<file path="config.mk">
export PLATFORM = sky130hd
export DESIGN_NAME = data_mem_access
export DESIGN_NICKNAME = d
export VERILOG_FILES = /design/src/rtl/data_mem_access_pkg.sv /design/src/rtl/mem_lane_align.sv /design/src/rtl/data_mem_access.sv
export SDC_FILE = /design/constraint.sdc
export NUM_CORES = 1
export LEC_CHECK = 0
export BUFFER_PORTS_ARGS = -buffer_cell sky130_fd_sc_hd__buf_2
export CAP_MARGIN = 15
export CELL_PAD_IN_SITES_DETAIL_PLACEMENT = 1
export CELL_PAD_IN_SITES_GLOBAL_PLACEMENT = 2
export CORE_ASPECT_RATIO = 0.8
export CORE_MARGIN = 2
export CORE_UTILIZATION = 26
export DETAILED_ROUTE_END_ITERATION = 8
export MAX_ROUTING_LAYER = met4
export PLACE_DENSITY_LB_ADDON = 0.1
export SLEW_MARGIN = 25
export SYNTH_ARGS = -nofsm -noshare
export SYNTH_HDL_FRONTEND = slang
export SYNTH_SLANG_ARGS = --single-unit
</file>
<file path="constraint.sdc">
create_clock -name clk -period 1.9 [get_ports clk]
set_input_delay 0.19 -clock clk [delete_from_list [all_inputs] [get_ports clk]]
set_output_delay 0.19 -clock clk [all_outputs]
set_load 0.005 [all_outputs]
</file>
<file path="src/rtl/data_mem_access_pkg.sv">
// Shared constants for the data RAM access controller: RV32I load/store width codes,
// FSM state encoding and the request legality check.
package data_mem_access_pkg;

  localparam logic [2:0] F3_B  = 3'b000;
  localparam logic [2:0] F3_H  = 3'b001;
  localparam logic [2:0] F3_W  = 3'b010;
  localparam logic [2:0] F3_BU = 3'b100;
  localparam logic [2:0] F3_HU = 3'b101;

  typedef enum logic [1:0] {
    StIdle,
    StRd,
    StWr,
    StResp
  } state_e;

  // High when the request must be answered with an error and no RAM access.
  function automatic logic req_bad(input logic [2:0] funct3, input logic [1:0] addr_lo,
                                   input logic we);
    logic bad;
    case (funct3)
      F3_B:    bad = 1'b0;
      F3_H:    bad = addr_lo[0];
      F3_W:    bad = (addr_lo != 2'b00);
      F3_BU:   bad = we;
      F3_HU:   bad = we | addr_lo[0];
      default: bad = 1'b1;
    endcase
    return bad;
  endfunction

endpackage

</file>
<file path="src/rtl/mem_lane_align.sv">
// Byte/half lane steering: extracts and extends load data from a RAM word and merges
// sub-word store data into a previously read word.
module mem_lane_align
  import data_mem_access_pkg::*;
(
  input  logic [2:0]  funct3_i,
  input  logic [1:0]  addr_lo_i,
  input  logic [31:0] word_i,
  input  logic [31:0] wdata_i,
  output logic [31:0] load_data_o,
  output logic [31:0] store_word_o
);

  logic [7:0]  byte_sel;
  logic [15:0] half_sel;

  always_comb begin
    case (addr_lo_i)
      2'd0:    byte_sel = word_i[7:0];
      2'd1:    byte_sel = word_i[15:8];
      2'd2:    byte_sel = word_i[23:16];
      default: byte_sel = word_i[31:24];
    endcase
    half_sel = addr_lo_i[1] ? word_i[31:16] : word_i[15:0];

    case (funct3_i)
      F3_B:    load_data_o = {{24{byte_sel[7]}}, byte_sel};
      F3_BU:   load_data_o = {24'h0, byte_sel};
      F3_H:    load_data_o = {{16{half_sel[15]}}, half_sel};
      F3_HU:   load_data_o = {16'h0, half_sel};
      default: load_data_o = word_i;
    endcase
  end

  always_comb begin
    store_word_o = word_i;
    case (funct3_i)
      F3_B:    store_word_o[{addr_lo_i, 3'b000} +: 8] = wdata_i[7:0];
      F3_H:    store_word_o[{addr_lo_i[1], 4'b0000} +: 16] = wdata_i[15:0];
      default: store_word_o = wdata_i;
    endcase
  end

endmodule

</file>
<file path="src/rtl/data_mem_access.sv">
// Requester-side controller for the word-wide data RAM: RV32I loads/stores with lane
// extraction on loads and read-modify-write for byte/half stores.
module data_mem_access
  import data_mem_access_pkg::*;
#(
  parameter int unsigned MEM_AW = 12
) (
  input  logic              clk,
  input  logic              rst,
  input  logic              req_valid,
  output logic              req_ready,
  input  logic              req_we,
  input  logic [2:0]        req_funct3,
  input  logic [31:0]       req_addr,
  input  logic [31:0]       req_wdata,
  output logic              resp_valid,
  input  logic              resp_ready,
  output logic [31:0]       resp_rdata,
  output logic              resp_err,
  output logic [MEM_AW-1:0] mem_addr,
  output logic [31:0]       mem_wdata,
  output logic              mem_we,
  input  logic [31:0]       mem_rdata
);

  state_e            state_q, state_d;
  logic              we_q, we_d;
  logic [2:0]        funct3_q, funct3_d;
  logic [1:0]        addr_lo_q, addr_lo_d;
  logic [31:0]       wdata_q, wdata_d;
  logic [31:0]       merge_q, merge_d;
  logic [31:0]       resp_rdata_q, resp_rdata_d;
  logic              resp_err_q, resp_err_d;
  logic [MEM_AW-1:0] mem_addr_q, mem_addr_d;

  logic [31:0] align_word;
  logic [31:0] load_data;
  logic [31:0] store_word;

  // Upper byte-address bits wrap within the RAM.
  logic unused_addr_bits;
  assign unused_addr_bits = ^req_addr[31:MEM_AW+2];

  // Live RAM data while reading, captured word while writing.
  assign align_word = (state_q == StRd) ? mem_rdata : merge_q;

  mem_lane_align u_lane_align (
    .funct3_i     (funct3_q),
    .addr_lo_i    (addr_lo_q),
    .word_i       (align_word),
    .wdata_i      (wdata_q),
    .load_data_o  (load_data),
    .store_word_o (store_word)
  );

  always_ff @(posedge clk) begin
    if (rst) begin
      state_q      <= StIdle;
      we_q         <= 1'b0;
      funct3_q     <= 3'b000;
      addr_lo_q    <= 2'b00;
      wdata_q      <= 32'h0;
      merge_q      <= 32'h0;
      resp_rdata_q <= 32'h0;
      resp_err_q   <= 1'b0;
      mem_addr_q   <= '0;
    end else begin
      state_q      <= state_d;
      we_q         <= we_d;
      funct3_q     <= funct3_d;
      addr_lo_q    <= addr_lo_d;
      wdata_q      <= wdata_d;
      merge_q      <= merge_d;
      resp_rdata_q <= resp_rdata_d;
      resp_err_q   <= resp_err_d;
      mem_addr_q   <= mem_addr_d;
    end
  end

  always_comb begin
    state_d      = state_q;
    we_d         = we_q;
    funct3_d     = funct3_q;
    addr_lo_d    = addr_lo_q;
    wdata_d      = wdata_q;
    merge_d      = merge_q;
    resp_rdata_d = resp_rdata_q;
    resp_err_d   = resp_err_q;
    mem_addr_d   = mem_addr_q;

    case (state_q)
      StIdle: begin
        if (req_valid) begin
          we_d      = req_we;
          funct3_d  = req_funct3;
          addr_lo_d = req_addr[1:0];
          wdata_d   = req_wdata;
          if (req_bad(req_funct3, req_addr[1:0], req_we)) begin
            resp_err_d   = 1'b1;
            resp_rdata_d = 32'h0;
            state_d      = StResp;
          end else begin
            mem_addr_d = req_addr[MEM_AW+1:2];
            state_d    = (req_we && (req_funct3 == F3_W)) ? StWr : StRd;
          end
        end
      end
      StRd: begin
        if (we_q) begin
          merge_d = mem_rdata;
          state_d = StWr;
        end else begin
          resp_rdata_d = load_data;
          resp_err_d   = 1'b0;
          state_d      = StResp;
        end
      end
      StWr: begin
        resp_rdata_d = 32'h0;
        resp_err_d   = 1'b0;
        state_d      = StResp;
      end
      StResp: begin
        if (resp_ready) state_d = StIdle;
      end
      default: state_d = StIdle;
    endcase
  end

  always_comb begin
    req_ready  = (state_q == StIdle);
    resp_valid = (state_q == StResp);
    resp_rdata = resp_rdata_q;
    resp_err   = resp_err_q;
    mem_addr   = mem_addr_q;
    mem_wdata  = store_word;
    // Reset must suppress an in-flight write in the same cycle.
    mem_we     = (state_q == StWr) && !rst;
  end

endmodule

</file>
==> metrics.log <==
INFO  metric clk_latency = between 400 and 500 ps
INFO  metric post-synth-top-area-fraction = 0.391
INFO  metric drt-initial-drc-count = 361
INFO  metric ant_nets = 0
INFO  metric boundaryPins = ~180
INFO  metric nNetsFinal = roughly 1200
INFO  metric max_h_tree_level = 4
INFO  metric max_slew.worst_pin.slew = about 600 ps
INFO  metric rsz0062_at_grt = true
INFO  metric floorplan.initialDensity = 0.266
INFO  metric cts.path.max_buffers = 2
INFO  metric critical-path-slowest-cell = sky130_fd_sc_hd__dfxtp_2
INFO  metric critical_path_source = state_q[1]
INFO  metric crit-reg2reg-capture = resp_rdata[16]
INFO  metric fin_ws = -475 ps
INFO  metric cts_made_buffers = 17
INFO  metric max_freq = roughly 420 MHz
INFO  metric outcome = complete, but fails checks
INFO  metric syn_nets = 879
INFO  metric yosys_register_bits = ~120
INFO  metric reg2reg_from = state_q[1]
INFO  metric drt_drc_violations_left = 0
INFO  metric grt_use_total = 0.237
INFO  metric slew_headroom = 0.596
INFO  metric worstPathArrival = approximately 2200 ps
INFO  metric finalMaxSlewViolations = 0
INFO  metric grt_pass1_wl = roughly 43000 µm
INFO  metric synth_area_leader_cell = sky130_fd_sc_hd__dfxtp_1
INFO  metric finalHoldViolations = 0
INFO  metric clk_skew = around 11 ps
INFO  metric yosys.cell_types.count = 53
INFO  metric clk_pin_slew = approximately 60 ps
INFO  metric gp_congestion = around 0.88
INFO  metric die_area = between 20000 and 25000 µm²
INFO  metric rows = 49
INFO  metric timing.final.crit_period = between 2000 and 2500 ps
INFO  metric crit_fanout = 8
INFO  metric post_route_cells_drive_above_1_share = 0.430
INFO  metric grt-ovfl-total = 0
INFO  metric mappedNetlistArea = between 5000 and 6000 µm²
INFO  metric powerDensity = ~1300 nW/µm²
INFO  metric min-delay-path-class = in2reg
INFO  metric worst_ir_drop_vdd = 0.000615 V
INFO  metric crit_required = between 1500 and 2000 ps
INFO  metric antenna_found_initial = 0
INFO  metric n_antenna_cell = 0
INFO  metric synthFlopType = sky130_fd_sc_hd__dfxtp_1
INFO  metric hp-start = req_addr[5]
INFO  metric r2r_setup_slack = -350 ps
INFO  metric cell_chain_critical_path = inv_2 -> ha_4 -> buf_6 -> buf_12 -> mux2i_4 -> buf_6 -> nor2_1 -> a221o_1 -> buf_2
INFO  metric port_buffers = roughly 170
INFO  metric number_of_flops_mapped_to_enable_cells_by_yosys = 0
INFO  metric tritoncts = yes
INFO  metric worst_r2r_path_cells = 11
INFO  metric leakagePower = approximately 4.2 nW
INFO  metric dr_total_vias = ~6800
INFO  metric worstSetupEndpointType = output pin
INFO  metric drt-vias-per-instance = 5.00
INFO  metric dieHeight = 140 µm
INFO  metric path_class = reg2out
INFO  metric grt_pass1_vias = just over 7000
INFO  metric filler_cell_count = about 2700
INFO  metric die_x = 174 µm
INFO  metric timing.critical_path.slowest_cell_delay = ~320 ps
INFO  metric place_hpwl = around 20000 µm
INFO  metric ys_warn_count = 0
INFO  metric asyncSetResetFlopFracSynth = 0
INFO  metric critPathMostFrequentCell = sky130_fd_sc_hd__buf_6
INFO  metric synth_area_per_cell = about 7.8 µm²
INFO  metric clk_root_buffer_cell = sky130_fd_sc_hd__clkbuf_16
INFO  metric holdPathEnd = mem_addr[3]
INFO  metric final_min_period_over_clock_period = 1.25
INFO  metric finalSetupViolations = 64
INFO  metric timing.max_cap.violations = 0
INFO  metric number_of_optimization_iterations_in_the_first_detailed_route_pass = 5
INFO  metric dpl-instance-area = just under 8000 µm²
INFO  metric postSynthCellCount = about 760
INFO  metric failed_checks = negative setup slack
INFO  metric grt_start_max_net_pins = 47
INFO  metric clock-sinks = between 100 and 150
INFO  metric post_synth_main_area_contributors = sky130_fd_sc_hd__dfxtp_1 39%, sky130_fd_sc_hd__nand2_1 12%, sky130_fd_sc_hd__a21oi_1 7.5%
INFO  metric critical_path.startpoint_type = flop
INFO  metric fin_total_pwr = roughly 13 mW
INFO  metric area_growth_syn_to_layout = 61.7%
INFO  metric fp.coreArea = 22600 µm²
INFO  metric post_synthesis_sequential_area_ratio = 0.391
INFO  metric drt_wl_total = between 20000 and 30000 µm
INFO  metric worstHoldPathCells = 3
INFO  metric post_drt_wl_per_cell = 20.4 µm
INFO  metric finalInstanceArea = 9690 µm²
==> power by group <==
part / switching (mW) / leakage, nW / internal (mW)
Combinational: 3.42 / 2.95 / 3.17
Clock: 1.22 / 0.282 / 2.12
Sequential: 0.273 / 0.952 / 2.76
Total: 4.91 / 4.19 / 8.04
==> layer usage <==
metal  GRT usage  vias to the layer above  share of wire
met4      0.0526                        0         0.0076
met1       0.321                     3386           0.51
met5           -                        -              0
li1            -                     3235              -
met2       0.369                      164           0.45
met3      0.0399                       16          0.035
==> Yosys cell counts, drive strengths merged (2+ instances only) <==
| master | instances |
|---|---|
| clkbuf | 38 |
| ha | 11 |
| buf | 18 |
| and2 | 2 |
| a21oi | 90 |
| a22o | 17 |
| nor2 | 46 |
| nand2b | 23 |
| a211o | 3 |
| mux2 | 8 |
| a22oi | 8 |
| mux2i | 36 |
| inv | 15 |
| a21o | 8 |
| clkinv | 2 |
| a211oi | 3 |
| a221o | 8 |
| a221oi | 15 |
| nand4 | 2 |
| nor2b | 4 |
| nor3 | 11 |
| a31oi | 8 |
| o31ai | 3 |
| o21ai | 32 |
| nand2 | 190 |
| dfxtp | 117 |
| nand3 | 10 |
| a2bb2oi | 2 |
| o22ai | 14 |
| o211ai | 7 |
==> worst max path at each step <==
| stage | slack [ps] | end | cells after the start |
|---|---|---|---|
| floorplan | -10 | resp_rdata[16] | 8 |
| global placement | -260 | resp_rdata[7] | 8 |
| detailed placement | -270 | resp_rdata[27] | 8 |
| CTS | -500 | mem_wdata[13] | 10 |
| global route | -530 | mem_wdata[8] | 9 |
| finish | -470 | mem_wdata[12] | 9 |
==> logic make-up after synthesis <==
group / synth area share
simple gates: 0.213
mux: 0.0764
buf+inv: 0.0543
flops: 0.391
compound gates: 0.242
fa+ha+maj: 0.0230
==> registers in the layout, summed over array words and instances, names as in the netlist <==
register    flops
merge_q        32
resp_err        1
wdata_q        32
we_q            1
mem_addr       12
funct3_q        3
addr_lo_q       2
state_q         2
resp_rdata     32
==> placed cells by master, fill, tap and decap left out, drive strengths merged, types with 2 or more instances in the layout <==
| cell | count |
|---|---|
| o21ai | 32 |
| nand2 | 190 |
| a31oi | 8 |
| mux2 | 8 |
| a21o | 8 |
| a21oi | 90 |
| clkbuf | 23 |
| ha | 11 |
| dfxtp | 117 |
| mux2i | 36 |
| nor3 | 11 |
| clkinvlp | 3 |
| o22ai | 14 |
| a221o | 8 |
| nand3 | 10 |
| bufinv | 3 |
| nand2b | 23 |
| a211oi | 3 |
| and2 | 2 |
| inv | 15 |
| nand4 | 2 |
| nor2b | 4 |
| clkinv | 5 |
| nor2 | 46 |
| o31ai | 3 |
| dlygate4sd3 | 10 |
| a22oi | 8 |
| a221oi | 15 |
| a22o | 17 |
| a211o | 3 |
| a2bb2oi | 2 |
| o211ai | 7 |
| buf | 305 |
==> stage by stage <==
step / instances / hold WS, ps / utilization / worst slack [ps] / setup TNS [ps]
after floorplan: 764 / 326 / - / -12.4 / -128
after global placement: 1281 / 421 / 0.347 / -256 / -8000
after detailed placement: 1281 / 431 / 0.347 / -265 / -11030
after CTS: 1348 / 0.385 / 0.417 / -502 / -21860
after global routing: 1361 / 1.84 / 0.429 / -534 / -25830
final: 1361 / 10.9 / 0.429 / -475 / -21620
==> worst max-delay path: cells and delay by family (launching register included) <==
family | cells | cell delay (ps)
muxes | 1 | 290
AOI/OAI and AO/OA | 1 | 300
adders and majority gates | 1 | 180
and+or+nand+nor | 1 | 40
buffers and inverters | 5 | 630
DFF | 1 | 320
==> final cells by class <==
cell class	instances	area, µm²	area share
multi-input cells	574	4030	0.416
flip-flops and latches	117	2360	0.243
repair buffers	316	2250	0.232
clock inverters	9	128	0.0132
well taps	306	383	0.0395
clock buffers	22	464	0.0479
inverters	17	78.8	0.00814
==> repair_timing <==
action,4_1_cts,5_1_grt
pin swaps,33,44
buffers inserted,28,18
hold buffers,10,0
resized for setup,149,54
endpoints found under the setup margin,76,87
endpoints found under the hold margin,10,0
gates cloned,2,0
No activity file was read; power rests on OpenSTA's default activity.
